===== config.mk =====
export PLATFORM = sky130hd
export DESIGN_NAME = run_ctrl
export DESIGN_NICKNAME = d
export VERILOG_FILES = /design/src/rtl/run_ctrl.sv
export SDC_FILE = /design/constraint.sdc
export NUM_CORES = 1
export LEC_CHECK = 0
export BUFFER_PORTS_ARGS = -buffer_cell sky130_fd_sc_hd__buf_2
export CAP_MARGIN = 20
export CORE_MARGIN = 5
export CORE_UTILIZATION = 25
export DETAILED_ROUTE_END_ITERATION = 7
export SLEW_MARGIN = 20
export SYNTH_ARGS = -nofsm -noshare
export SYNTH_HDL_FRONTEND = slang
export SYNTH_SLANG_ARGS = --single-unit

===== constraint.sdc =====
create_clock -name i_clk -period 2.63 [get_ports i_clk]
set_input_delay 0.263 -clock i_clk [delete_from_list [all_inputs] [get_ports i_clk]]
set_output_delay 0.263 -clock i_clk [all_outputs]
set_load 0.02 [all_outputs]

===== src/rtl/run_ctrl.sv =====
// Run controller: sequences core reset, counts run cycles, detects per-core PC self-loop halt and flags timeout.
// All outputs registered; no backpressure (start is ignored outside IDLE/DONE/TIMEOUT).
module run_ctrl #(
    parameter int NCORE      = 1,
    parameter int RST_CYCLES = 10,
    parameter int HALT_REP   = 4,
    parameter int MAX_CYCLES = 100000,
    parameter int CNT_W      = 32
) (
    input  logic                  i_clk,
    input  logic                  i_reset,
    input  logic                  i_start,
    input  logic [NCORE-1:0]      i_pc_valid,
    input  logic [NCORE*32-1:0]   i_pc,
    output logic                  o_core_rst,
    output logic                  o_running,
    output logic [NCORE-1:0]      o_halted,
    output logic                  o_done,
    output logic                  o_timeout,
    output logic [CNT_W-1:0]      o_cycle_cnt
);

    localparam int REP_W = $clog2(HALT_REP);
    localparam int RC_W  = (RST_CYCLES > 1) ? $clog2(RST_CYCLES) : 1;
    localparam logic [REP_W-1:0] REP_MAX  = REP_W'(HALT_REP - 1);
    localparam logic [RC_W-1:0]  RC_LAST  = RC_W'(RST_CYCLES - 1);
    localparam logic [CNT_W-1:0] CNT_LAST = CNT_W'(MAX_CYCLES - 1);

    typedef enum logic [2:0] {S_IDLE, S_RST, S_RUN, S_DONE, S_TIMEOUT} state_t;

    state_t                      r_state;
    logic [RC_W-1:0]             r_rst_cnt;
    logic [NCORE-1:0][31:0]      r_last_pc;
    logic [NCORE-1:0][REP_W-1:0] r_rep;

    logic [NCORE-1:0][REP_W-1:0] w_rep_nxt;
    logic [NCORE-1:0]            w_halted_nxt;
    logic                        w_at_limit;

    // Repeat count only moves on a valid sample; invalid cycles leave the streak intact.
    always_comb begin
        w_rep_nxt    = r_rep;
        w_halted_nxt = o_halted;
        for (int i = 0; i < NCORE; i++) begin
            if (i_pc_valid[i]) begin
                if (i_pc[32*i +: 32] == r_last_pc[i])
                    w_rep_nxt[i] = (r_rep[i] == REP_MAX) ? r_rep[i] : r_rep[i] + REP_W'(1);
                else
                    w_rep_nxt[i] = '0;
            end
            w_halted_nxt[i] = o_halted[i] | (w_rep_nxt[i] == REP_MAX);
        end
    end

    assign w_at_limit = (o_cycle_cnt == CNT_LAST);

    always_ff @(posedge i_clk) begin
        if (!i_reset) begin
            r_state     <= S_IDLE;
            r_rst_cnt   <= '0;
            r_last_pc   <= '0;
            r_rep       <= '0;
            o_core_rst  <= 1'b1;
            o_running   <= 1'b0;
            o_halted    <= '0;
            o_done      <= 1'b0;
            o_timeout   <= 1'b0;
            o_cycle_cnt <= '0;
        end else begin
            case (r_state)
                S_IDLE, S_DONE, S_TIMEOUT: begin
                    if (i_start) begin
                        r_state     <= S_RST;
                        r_rst_cnt   <= '0;
                        r_last_pc   <= '0;
                        r_rep       <= '0;
                        o_core_rst  <= 1'b1;
                        o_running   <= 1'b0;
                        o_halted    <= '0;
                        o_done      <= 1'b0;
                        o_timeout   <= 1'b0;
                        o_cycle_cnt <= '0;
                    end
                end
                S_RST: begin
                    if (r_rst_cnt == RC_LAST) begin
                        r_state    <= S_RUN;
                        o_core_rst <= 1'b0;
                        o_running  <= 1'b1;
                    end else begin
                        r_rst_cnt <= r_rst_cnt + RC_W'(1);
                    end
                end
                S_RUN: begin
                    for (int i = 0; i < NCORE; i++) begin
                        if (i_pc_valid[i])
                            r_last_pc[i] <= i_pc[32*i +: 32];
                    end
                    r_rep    <= w_rep_nxt;
                    o_halted <= w_halted_nxt;
                    if (o_cycle_cnt != '1)
                        o_cycle_cnt <= o_cycle_cnt + CNT_W'(1);
                    // A final halt landing on the limit edge still counts as a clean finish.
                    if ((&o_halted) || (w_at_limit && (&w_halted_nxt))) begin
                        r_state   <= S_DONE;
                        o_running <= 1'b0;
                        o_done    <= 1'b1;
                    end else if (w_at_limit) begin
                        r_state    <= S_TIMEOUT;
                        o_running  <= 1'b0;
                        o_timeout  <= 1'b1;
                        o_core_rst <= 1'b1;
                    end
                end
                default: r_state <= S_IDLE;
            endcase
        end
    end

endmodule


# Yosys cells after proc, flatten, opt, wreduce, memory -nomap -nowiden
# Cells that the tools add are included.
# totals
out_inout_bits	37
in_bits	36
register_bits	78
wordCells	81
# classes
n_bitwise	1
n_mux	32
add_sub_neg	3
n_reduce_logical	16
eq_ne	19
# ops
op	count
$pmux W32 S2	2
$mux W32	3
$add A32 B1 Y32 const B	1
$eq A32 B17 Y1 const B	1
$eq A32 B32 Y1	1
$ne A32 B32 Y1 const B	1
$ne A2 B2 Y1 const B	8
$reduce_and A3 Y1	5
$mux W3	4
$mux W1	9
$pmux W3 S3	1
$mux W2	4
$mux W4	2
$pmux W4 S2	1
$reduce_and A4 Y1	2
$eq A3 B2 Y1 const B	2
$pmux W1 S2	3
$pmux W1 S3	2
$reduce_and A5 Y1	1
$add A4 B1 Y4 const B	1
$eq A2 B2 Y1 const B	2
$eq A4 B4 Y1 const B	1
$pmux W2 S2	1
$reduce_bool A2 Y1	2
other kinds (11)	11

# Depth between registers and ports, before layout
# Gate-level depths: netlist (run 1).
# depth
word_depth	10
ltp_mapped	8
mapped_depth_nobuf	8

# Least setup slack after synthesis (run 1)
# OpenSTA, ideal clock, no wires.
# synth_path
path_type	reg2reg
startpoint	register o_cycle_cnt[20]
endpoint	register r_state[2]
setup_time_ns	0.067
synth_period_minus_slack_ns	2.377
required_time_ns	2.563
n_path_buf	0
stages_incl_launch_ff	7
slack_ns	0.253
arrival_time_ns	2.310
cell_sequence	dfxtp_1 or4_1 or4_4 nor4_4 o31ai_2 a2111o_1 a21oi_2
# synth_between
elab_chain_cells	5
word_cells_on_any_way	7
classes_between	eq/ne: 2; mux: 2; reduce/logical: 3
# synth_rtl
item	line_no	source
from (decl)	20	output logic [CNT_W-1:0] o_cycle_cnt
from (signal assigned)	102	o_cycle_cnt <= o_cycle_cnt + CNT_W'(1);
$eq A32 B17 Y1 *	55	assign w_at_limit = (o_cycle_cnt == CNT_LAST);
$logic_and A1 B1 Y1	104	if ((&o_halted) || (w_at_limit && (&w_halted_nxt))) begin
$logic_or A1 B1 Y1	104	
$ne A3 B3 Y1 (no source line) or $mux W3 (tied branches)	--	
$reduce_and A3 Y1 (no source line) or $pmux W3 S3 (tied branches)	--	
to (signal assigned)	105	r_state <= S_DONE;
to (signal assigned)	109	r_state <= S_TIMEOUT;
to (signal assigned)	115	default: r_state <= S_IDLE;
to (decl)	31	state_t r_state;
# Every way passes the cells marked *; elsewhere a longest branch is shown, timed or not.
# A chain may end at the register's enable or synchronous reset.

# Worst setup path after layout (run 1)
# Same ends and word-level chain as after synthesis.

==> qor.yml, run 1 <==
status: "finished clean"
cts_tree: "yes"
gr-usage-met3_pct: 4.079
vias_per_cell: 5.004
leakage_nw: 1.916
drc: 0
grt_pass1_wl_mm: 17.19
grt_max_degree: 35
grt_usage_pct: 11.93
routedWlPerCell_um: 14.75
drv_slew: 0
cts_buffer_depth: 2
yosysSeqAreaShare_pct: 40.92
fin_ws_ns: 0.2474
ctsHtreeMaxLevel: 3
rows: 45
cp_max_fo: 6
finalSetupViolCount: 0
met1_usage_pct: 14.07
netlist_area_mm2: 0.003816
clk_pin_slew_ns: 0.06
yosys_most_used_dff: "dfxtp_1"
cp-end-kind: "flop"
min_period_over_period_pct: 90.59
dp.cells: 694
synthCells: 438
hp-class: "in2reg"
place.gp.congestion: 0.8093
syn-num-nets: 477
crit_path_top_delay_cell: "or4_1"
synth.distinct_cells: 53
drive_above_1_share_pct: 22.22
grt_overflow_total: 0
dieArea_mm2: 0.01784
final_cell_count_no_fill: 710
tightest_slew_ns: 0.5505
postCtsSetupRepairBufs: 0
slowest_delay_ns: 0.53
crit_chain: "or4_1 -> or4_4 -> nor4_4 -> o31ai_2 -> a2111o_1 -> a21oi_2"
via_count: 3553
die_w_um: 133.6
numCtsBuffers: 9
post_cts_resized: 0
cap_violations: 0
ys_seq_elements: 78
area_delta_synth_final_pct: 25.11
cts-root-buf: "clkbuf_16"
ios: 73
arrival_ns: 2.66
register_area_mm2: 0.001562
skew_ns: 0.004749
powerDensity_mw_per_mm2: 695.7
critPathRequiredTime_ns: 2.90
grtUsageMet2_pct: 20.12
insertion_delay_ns: 0.34
async_flop_share_pct: 0
dp_hpwl_mm: 7.807
yosysWarnings: 0
ctsHoldBuffers: 0
busiest_layer: "met2"
rsz0062_at_grt: "no"
final_net_count: 556
synth_edf_count: 0
crit_type: "reg2reg"
start_util_pct: 25.29
dr.pass1.iters: 4
cp_num_buf_inv: 0
io_buffers: 72
ant_nets: 0
place_ws_ns: 0.2544
multi_input_area_mm2: 0.002173
die-height_um: 133.6
wl_mm: 10.47
max_freq_mhz: 419.7
avgSynthCellArea_um2: 8.713
critPathTopFamily: "simple AND/OR/NAND/NOR gates"
drt_iter0_drc: 191
worstSetupStartpointType: "flop"
relSlewSlack_pct: 63.30
antenna_cells: 0
finalSetupTns_ns: 0
post-route-util_pct: 31.64
period_needed_ns: 2.383
ir_drop_mv: 0.3273
clock-sinks: 78
grt_pass1_vias: 3411
core-area_mm2: 0.01509
hold_viol_final: 0
antenna_found_initial: 1
final.fill_count: 1589
-- power by group --
part           leakage, nW  switching (mW)  total [mW]  internal (mW)
clock network        0.142           0.496        1.26          0.761
logic                 1.14           0.471       0.741          0.270
registers            0.630          0.0681        1.32           1.26
total                 1.92            1.04        3.32           2.29
-- sequential cells by signal, summed over array words and instances (netlist names) --
name / flops
r_rst_cnt: 4
r_rep: 2
o_running: 1
o_done: 1
o_halted: 1
r_state: 3
r_last_pc: 32
o_timeout: 1
o_core_rst: 1
o_cycle_cnt: 32
-- cell usage after synthesis, types with 4 or more instances --
cell	instances	area (µm²)
nor2_1	74	277.8
and3_1	8	50.05
xor2_1	40	350.3
clkbuf_1	18	67.56
a21oi_1	9	45.04
nand3_1	12	60.06
nand2_1	24	90.09
and4_1	4	35.03
nor4_1	17	106.4
xnor2_1	23	201.4
o21ai_1	5	25.02
nand4_1	12	75.07
dfxtp_1	78	1562
inv_1	5	18.77
nor4b_1	9	78.83
nor3_1	15	75.07
a22oi_1	32	240.2
-- cells by family after synthesis --
| family | after synthesis | share of synthesized area, % |
|---|---|---|
| AND/OR/NAND/NOR | 200 | 27.84 |
| flip-flops | 78 | 40.92 |
| AO/OA/AOI/OAI | 66 | 12.66 |
| XOR/XNOR | 63 | 14.46 |
| buffers and inverters | 26 | 2.623 |
| adder cells (fa/ha/maj) | 3 | 0.9837 |
| multiplexers | 2 | 0.5246 |
-- per-stage QoR --
stage | cell area (µm²) | hold slack (ns) | power [mW]
after floorplan | 3816 | 0.4049 | 1.843
after global placement | 4473 | 0.4404 | 2.068
after detailed placement | 4473 | 0.4553 | 2.089
after CTS | 4775 | 0.1867 | 3.363
after global routing | 4775 | 0.1957 | 3.507
final | 4775 | 0.1990 | 3.322
-- cells in the final DEF (no fill, tap or decap), types with 2 or more instances in the layout --
cell / n
nand2_1: 24
xor2_1: 40
a31oi_1: 3
dfxtp_1: 78
nand3b_1: 2
buf_2: 72
nand4_1: 12
mux2i_1: 2
a2111o_1: 2
xnor2_1: 23
a22oi_1: 32
o21ai_1: 4
buf_4: 16
inv_1: 5
clkinvlp_4: 2
nand2b_1: 3
nor2_1: 73
nor4_1: 17
a21oi_2: 2
and4_1: 4
and3_1: 8
nor4b_1: 9
nand3_1: 12
o31ai_1: 2
ha_1: 3
nor3_1: 15
clkbuf_16: 9
or3_1: 2
and2_1: 3
nor4_4: 2
a211oi_1: 3
nor3b_1: 2
a21oi_1: 8
-- path summary, 6_finish.rpt --
| path | depth (start not counted) | slack (ns) | startpoint | endpoint |
|---|---|---|---|---|
| worst min-delay path | 3 | 0.20 | i_pc[10] | r_last_pc[10] |
| worst max-delay path | 6 | 0.25 | o_cycle_cnt[20] | r_state[2] |
| worst max register to register | 6 | 0.25 | o_cycle_cnt[20] | r_state[2] |
| worst min register to register | 2 | 0.48 | o_core_rst | o_core_rst |
-- per-layer routing --
metal,wire length [µm],share of wire (%)
met5,11,0.11
met4,179,1.7
met3,619,5.9
met2,5176,49
met1,4481,43
-- tightest hold or removal path, cell delays in order --
cell     delay [ns]
buf_2          0.09
a22oi_1        0.07
nor2_1         0.08
-- final cells by class --
cell class              count  area share [%]
repair buffers             88           10.06
well taps                 188           4.927
flip-flops and latches     78           32.70
clock buffers              11           5.084
inverters                   6          0.4717
multi-input cells         334           45.52
clock inverters             5           1.232
Note: power is estimated with default switching activity, not from simulation.
==> run 2, diff against run 1 <==
==> constraint.sdc (replaced) <==
create_clock -name i_clk -period 2.7 [get_ports i_clk]
set_input_delay 0.27 -clock i_clk [delete_from_list [all_inputs] [get_ports i_clk]]
set_output_delay 0.27 -clock i_clk [all_outputs]
set_load 0.02 [all_outputs]
==> qor.yml, run 2 (same netlist as run 1, synthesis figures left out) <==
relSlewSlack_pct: 57.74  # -5.6 points
core-area_mm2: 0.01509  # unchanged
clock-sinks: 78  # unchanged
crit_path_top_delay_cell: "or4_1"
start_util_pct: 25.29  # unchanged
dr_wl_met3_um: 474  # -23%
cts_tree: "yes"
antenna_cells: 0  # unchanged
cp_max_fo: 6  # unchanged
status: "finished clean"
critPathTopFamily: "simple AND/OR/NAND/NOR gates"
final_net_count: 554  # -0.36%
cp_num_buf_inv: 0  # unchanged
drc: 0  # unchanged
drv_slew: 0  # unchanged
post_cts_resized: 0  # unchanged
dp_hpwl_mm: 7.627  # -2.3%
min_period_over_period_pct: 89.26  # -1.3 points
hp-class: "in2reg"
seq_power_share_pct: 41.6  # +1.8 points
die-height_um: 133.6  # unchanged
ctsHtreeMaxLevel: 3  # unchanged
skew_ns: 0.005081  # +0.0003314 ns
hold_viol_final: 0  # unchanged
clkPwrFrac_pct: 36.2  # -1.6 points
slowest_delay_ns: 0.51  # -0.02 ns
insertion_delay_ns: 0.34  # about the same
dp.cells: 692  # -0.29%
vias_per_cell: 4.905  # -2.0%
final_cell_mix: "dfxtp_1, nor2_1, buf_2"
ios: 73  # unchanged
arrival_ns: 2.68  # +0.02 ns
placed_cell_area_mm2: 0.004458  # -0.34%
area_delta_synth_final_pct: 24.10
cts_buffer_depth: 2  # unchanged
period_needed_ns: 2.410  # +0.02744 ns
layout_commonest_cell: "dfxtp_1"
ctsHoldBuffers: 0  # unchanged
finalSetupTns_ns: 0  # unchanged
powerDensity_mw_per_mm2: 661.7  # -4.9%
place.gp.congestion: 0.7563  # -6.5%
top_layer: "met5"
grt_usage_pct: 11.75  # -0.18 points
final_cell_count_no_fill: 708  # -0.28%
cts-root-buf: "clkbuf_16"
design_area_mm2: 0.004736  # -0.81%
comb_power_share_pct: 22.2  # about the same
ir_drop_mv: 0.3471  # +6.0%
p_int_mw: 2.126  # -7.0%
postCtsSetupRepairBufs: 0  # unchanged
met1Wirelength_mm: 4.547  # +1.5%
rsz0062_at_grt: "no"
crit_type: "reg2reg"
grt_pass1_wl_mm: 17.20  # about the same
io_buffers: 72  # unchanged
max_freq_mhz: 414.9  # -1.1%
rows: 45  # unchanged
dieArea_mm2: 0.01784  # unchanged
reg.largest.list: "o_cycle_cnt: 32 flops, r_last_pc: 32 flops, r_rst_cnt: 4 flops"
wl_mm: 10.34  # -1.2%
clk_pin_slew_ns: 0.06  # about the same
ant_nets: 0  # unchanged
numCtsBuffers: 9  # unchanged
p_switching_mw: 1.007  # -2.7%
finalSetupViolCount: 0  # unchanged
cap_violations: 0  # unchanged
grt_pass1_vias: 3419  # +0.23%
dr.pass1.iters: 4  # unchanged
drive_above_1_share_pct: 21.92  # -0.30 points
critPathRequiredTime_ns: 2.97  # +0.07 ns
post-route-util_pct: 31.38  # -0.26 points
crit_chain: "or4_1 -> or4_4 -> nor4_4 -> o31ai_2 -> a2111o_1 -> a21oi_2"
antenna_found_initial: 1  # unchanged
drt_iter0_drc: 200  # +4.7%
via_count: 3473  # -2.3%
grt_max_degree: 35  # unchanged
routedWlPerCell_um: 14.61  # -0.91%
worstSetupStartpointType: "flop"
wl_met2_mm: 5.159  # -0.33%
leakage_nw: 1.899  # -0.88%
grt_overflow_total: 0  # unchanged
tightest_slew_ns: 0.6339  # +0.08341 ns
cp-end-kind: "flop"
switching_share_pct: 32.15  # +0.98 points
die_w_um: 133.6  # unchanged
==> run 2: metal layers <==
metal  track usage (%)  vias to the layer above
li1                  -                     1735
met1             14.24                     1664
met2             20.01                       59
met3             3.248                       13
met4             4.171                        2
met5                 0                        -
==> run 2: worst register-to-register path, stage by stage, from the launching register on <==
cell and delay (ns):
dfxtp_1 0.36, or4_1 0.51, or4_4 0.45, nor4_4 0.33, o31ai_2 0.16, a2111o_1 0.42
a21oi_2 0.13
==> run 2: worst paths after layout <==
kind / from / slack (ns) / cells after the start / end
setup / recovery: o_cycle_cnt[21] / 0.29 / 6 / r_state[2]
hold / removal: i_pc[26] / 0.20 / 3 / r_last_pc[26]
setup reg to reg: o_cycle_cnt[21] / 0.29 / 6 / r_state[2]
hold reg to reg: o_done / 0.46 / 2 / o_done
==> run 2: metrics by stage <==
stage	hold slack (ns)	setup WS, ns	power [mW]
after floorplan	0.4119	0.3226	1.795
after global placement	0.4386	0.3357	2.006
after detailed placement	0.4502	0.2936	2.026
after CTS	0.1953	0.2849	3.176
after global routing	0.2031	0.1252	3.303
final	0.2035	0.2899	3.134
==> run 2: final cells by class <==
cell class                 instances  area, µm²
fill                            1600      10350
multi-input combinational        334       2173
sequential                        78       1562
timing repair buffer              86      465.4
clock buffer                      11      242.7
tap                              188      235.2
clock inverter                     5      35.03
inverter                           6      22.52
==> run 2: power by group through the flow <==
| stage | logic, mW | clock network [mW] | registers, mW |
|---|---|---|---|
| 2_1_floorplan | 0.481 | 0 | 1.31 |
| 6_report | 0.695 | 1.13 | 1.30 |
| 3_3_place_gp | 0.682 | 0 | 1.32 |
| 3_5_place_dp | 0.696 | 0 | 1.33 |
| 5_1_grt | 0.770 | 1.21 | 1.32 |
| 4_1_cts | 0.700 | 1.17 | 1.30 |
==> run 3, diff against run 2 <==
--- a/config.mk
+++ b/config.mk
@@ -6,10 +6,10 @@
 export NUM_CORES = 1
 export LEC_CHECK = 0
 export BUFFER_PORTS_ARGS = -buffer_cell sky130_fd_sc_hd__buf_2
-export CAP_MARGIN = 20
 export CORE_MARGIN = 5
-export CORE_UTILIZATION = 25
+export CORE_UTILIZATION = 55
 export DETAILED_ROUTE_END_ITERATION = 7
+export PLACE_DENSITY = 0.79
 export SLEW_MARGIN = 20
 export SYNTH_ARGS = -nofsm -noshare
 export SYNTH_HDL_FRONTEND = slang
==> qor.yml, run 3 (same netlist as run 1, synthesis figures left out) <==
place_ws_ns: 0.2874  # -0.006213 ns
drv_slew: 0  # unchanged
cap_violations: 0  # unchanged
top_layer: "met4"
ctsHtreeMaxLevel: 3  # unchanged
dr.pass1.iters: 5  # +1
ios: 73  # unchanged
skew_ns: 0.01086  # +0.005783 ns
wl_met2_mm: 4.375  # -15%
core-area_mm2: 0.006756  # -55%
finalHoldWorstSlack_ns: 0.1811  # -0.02242 ns
register_area_mm2: 0.001562  # unchanged
finalSetupViolCount: 0  # unchanged
crit_path_top_delay_cell: "dfxtp_1"
start_util_pct: 56.48  # +31 points
met1Wirelength_mm: 4.131  # -9.1%
comb_power_share_pct: 24.3  # +2.1 points
die-height_um: 93.30  # -30%
arrival_ns: 2.74  # +0.06 ns
grt_usage_pct: 22.25  # +10 points
placed_cell_area_mm2: 0.004293  # -3.7%
critPathRequiredTime_ns: 2.95  # -0.02 ns
grt_pass1_wl_mm: 15.74  # -8.5%
drt_iter0_drc: 206  # +3.0%
area_delta_synth_final_pct: 17.18
post-route-util_pct: 66.19  # +35 points
relSlewSlack_pct: 44.24  # -13 points
leakage_nw: 1.829  # -3.7%
switching_share_pct: 35.06  # +2.9 points
grt_pass1_vias: 3383  # -1.1%
final.fill_count: 583  # -64%
critPathTopFamily: "simple AND/OR/NAND/NOR gates"
postCtsSetupRepairBufs: 0  # unchanged
rr_worst_depth: 7  # +1
ctsHoldBuffers: 0  # unchanged
crit_type: "reg2reg"
drive_above_1_share_pct: 21.51  # -0.41 points
p_int_mw: 1.811  # -15%
cts-root-buf: "clkbuf_8"
cp_max_fo: 17  # +11
p_total_mw: 2.789  # -11%
cp_num_buf_inv: 1  # +1
clock-sinks: 78  # unchanged
status: "finished clean"
insertion_delay_ns: 0.36  # +0.02 ns
final_net_count: 550  # -0.72%
finalSetupTns_ns: 0  # unchanged
antenna_found_initial: 0  # -1
reg.largest.list: "o_cycle_cnt: 32 flops, r_last_pc: 32 flops, r_rst_cnt: 4 flops"
rsz0062_at_grt: "no"
min_period_over_period_pct: 92.55  # +3.3 points
drc: 0  # unchanged
ant_nets: 0  # unchanged
worstSetupStartpointType: "flop"
tightest_slew_ns: 0.8363  # +0.2024 ns
max_freq_mhz: 400.2  # -3.6%
slowest_delay_ns: 0.51  # about the same
seq_power_share_pct: 46.7  # +5.1 points
grt_max_degree: 40  # +14%
grt_overflow_total: 0  # unchanged
design_area_mm2: 0.004472  # -5.6%
place.gp.congestion: 0.8795  # +16%
routedWlPerCell_um: 15.54  # +6.4%
hold-path-cell-count: 3  # unchanged
hp-class: "in2reg"
dr_wl_met3_um: 530  # +12%
antenna_cells: 0  # unchanged
dieArea_mm2: 0.008704  # -51%
final_cell_count_no_fill: 596  # -16%
io_buffers: 72  # unchanged
powerDensity_mw_per_mm2: 623.7  # -5.7%
via_count: 3438  # -1.0%
ir_drop_mv: 0.3538  # +1.9%
post_cts_resized: 0  # unchanged
clkPwrFrac_pct: 29.1  # -7.1 points
multi_input_area_mm2: 0.002173  # unchanged
cts_tree: "yes"
hold_viol_final: 0  # unchanged
clk_pin_slew_ns: 0.09  # +0.03 ns
critical_path_depth: 7  # +1
dp_hpwl_mm: 6.647  # -13%
numCtsBuffers: 9  # unchanged
vias_per_cell: 5.768  # +18%
cp-end-kind: "flop"
fin_ws_ns: 0.2012  # -0.08876 ns
p_switching_uw: 977.9  # -2.9%
wl_mm: 9.263  # -10%
layout_commonest_cell: "dfxtp_1"
die_w_um: 93.30  # -30%
period_needed_ns: 2.499  # +0.08876 ns
final_cell_mix: "dfxtp_1, nor2_1, buf_2"
cts_buffer_depth: 2  # unchanged
rows: 30  # -33%
crit_chain: "nor4bb_1 -> nand4_1 -> nor4_4 -> buf_4 -> nor4_1 -> xnor2_1 -> nor2_1"
dp.cells: 580  # -16%
run 3: cell count changes in the layout (fill, tap and decap cells not counted), moves of 3 or more:
cell,before,now
clkbuf_8,1,9
buf_4,14,10
clkbuf_16,9,0
inv_6,0,3
run 3: path summary, 6_finish.rpt:
path | from | end | slack [ns]
max | r_state[1] | o_cycle_cnt[21] | 0.20
min | i_pc[5] | r_last_pc[5] | 0.18
max reg2reg | r_state[1] | o_cycle_cnt[21] | 0.20
min reg2reg | o_done | o_done | 0.45
run 3: routing by layer:
metal  global-route usage (%)  vias up
li1                         -     1719
met1                    28.73     1605
met2                    35.02       94
met3                    4.666       20
met4                    11.23        0
met5                        0        -
run 3: area by class of cell:
| type | count | area share [%] |
|---|---|---|
| multi-input combinational | 334 | 48.60 |
| sequential | 78 | 34.92 |
| timing repair buffer | 82 | 9.737 |
| clock buffer | 9 | 2.770 |
| tap | 80 | 2.238 |
| clock inverter | 7 | 1.231 |
| inverter | 6 | 0.5036 |
run 3: tightest hold or removal path: stages:
cell,delay [ns]
buf_2,0.09
a22oi_1,0.07
nor2_1,0.08
run 3: power groups by stage:
| stage | Clock (mW) | Sequential (mW) | Combinational [mW] |
|---|---|---|---|
| after floorplan | 0 | 1.31 | 0.481 |
| after CTS | 0.821 | 1.30 | 0.674 |
| after global placement | 0 | 1.32 | 0.655 |
| after detailed placement | 0 | 1.33 | 0.672 |
| final | 0.811 | 1.30 | 0.676 |
| after global routing | 0.883 | 1.31 | 0.749 |
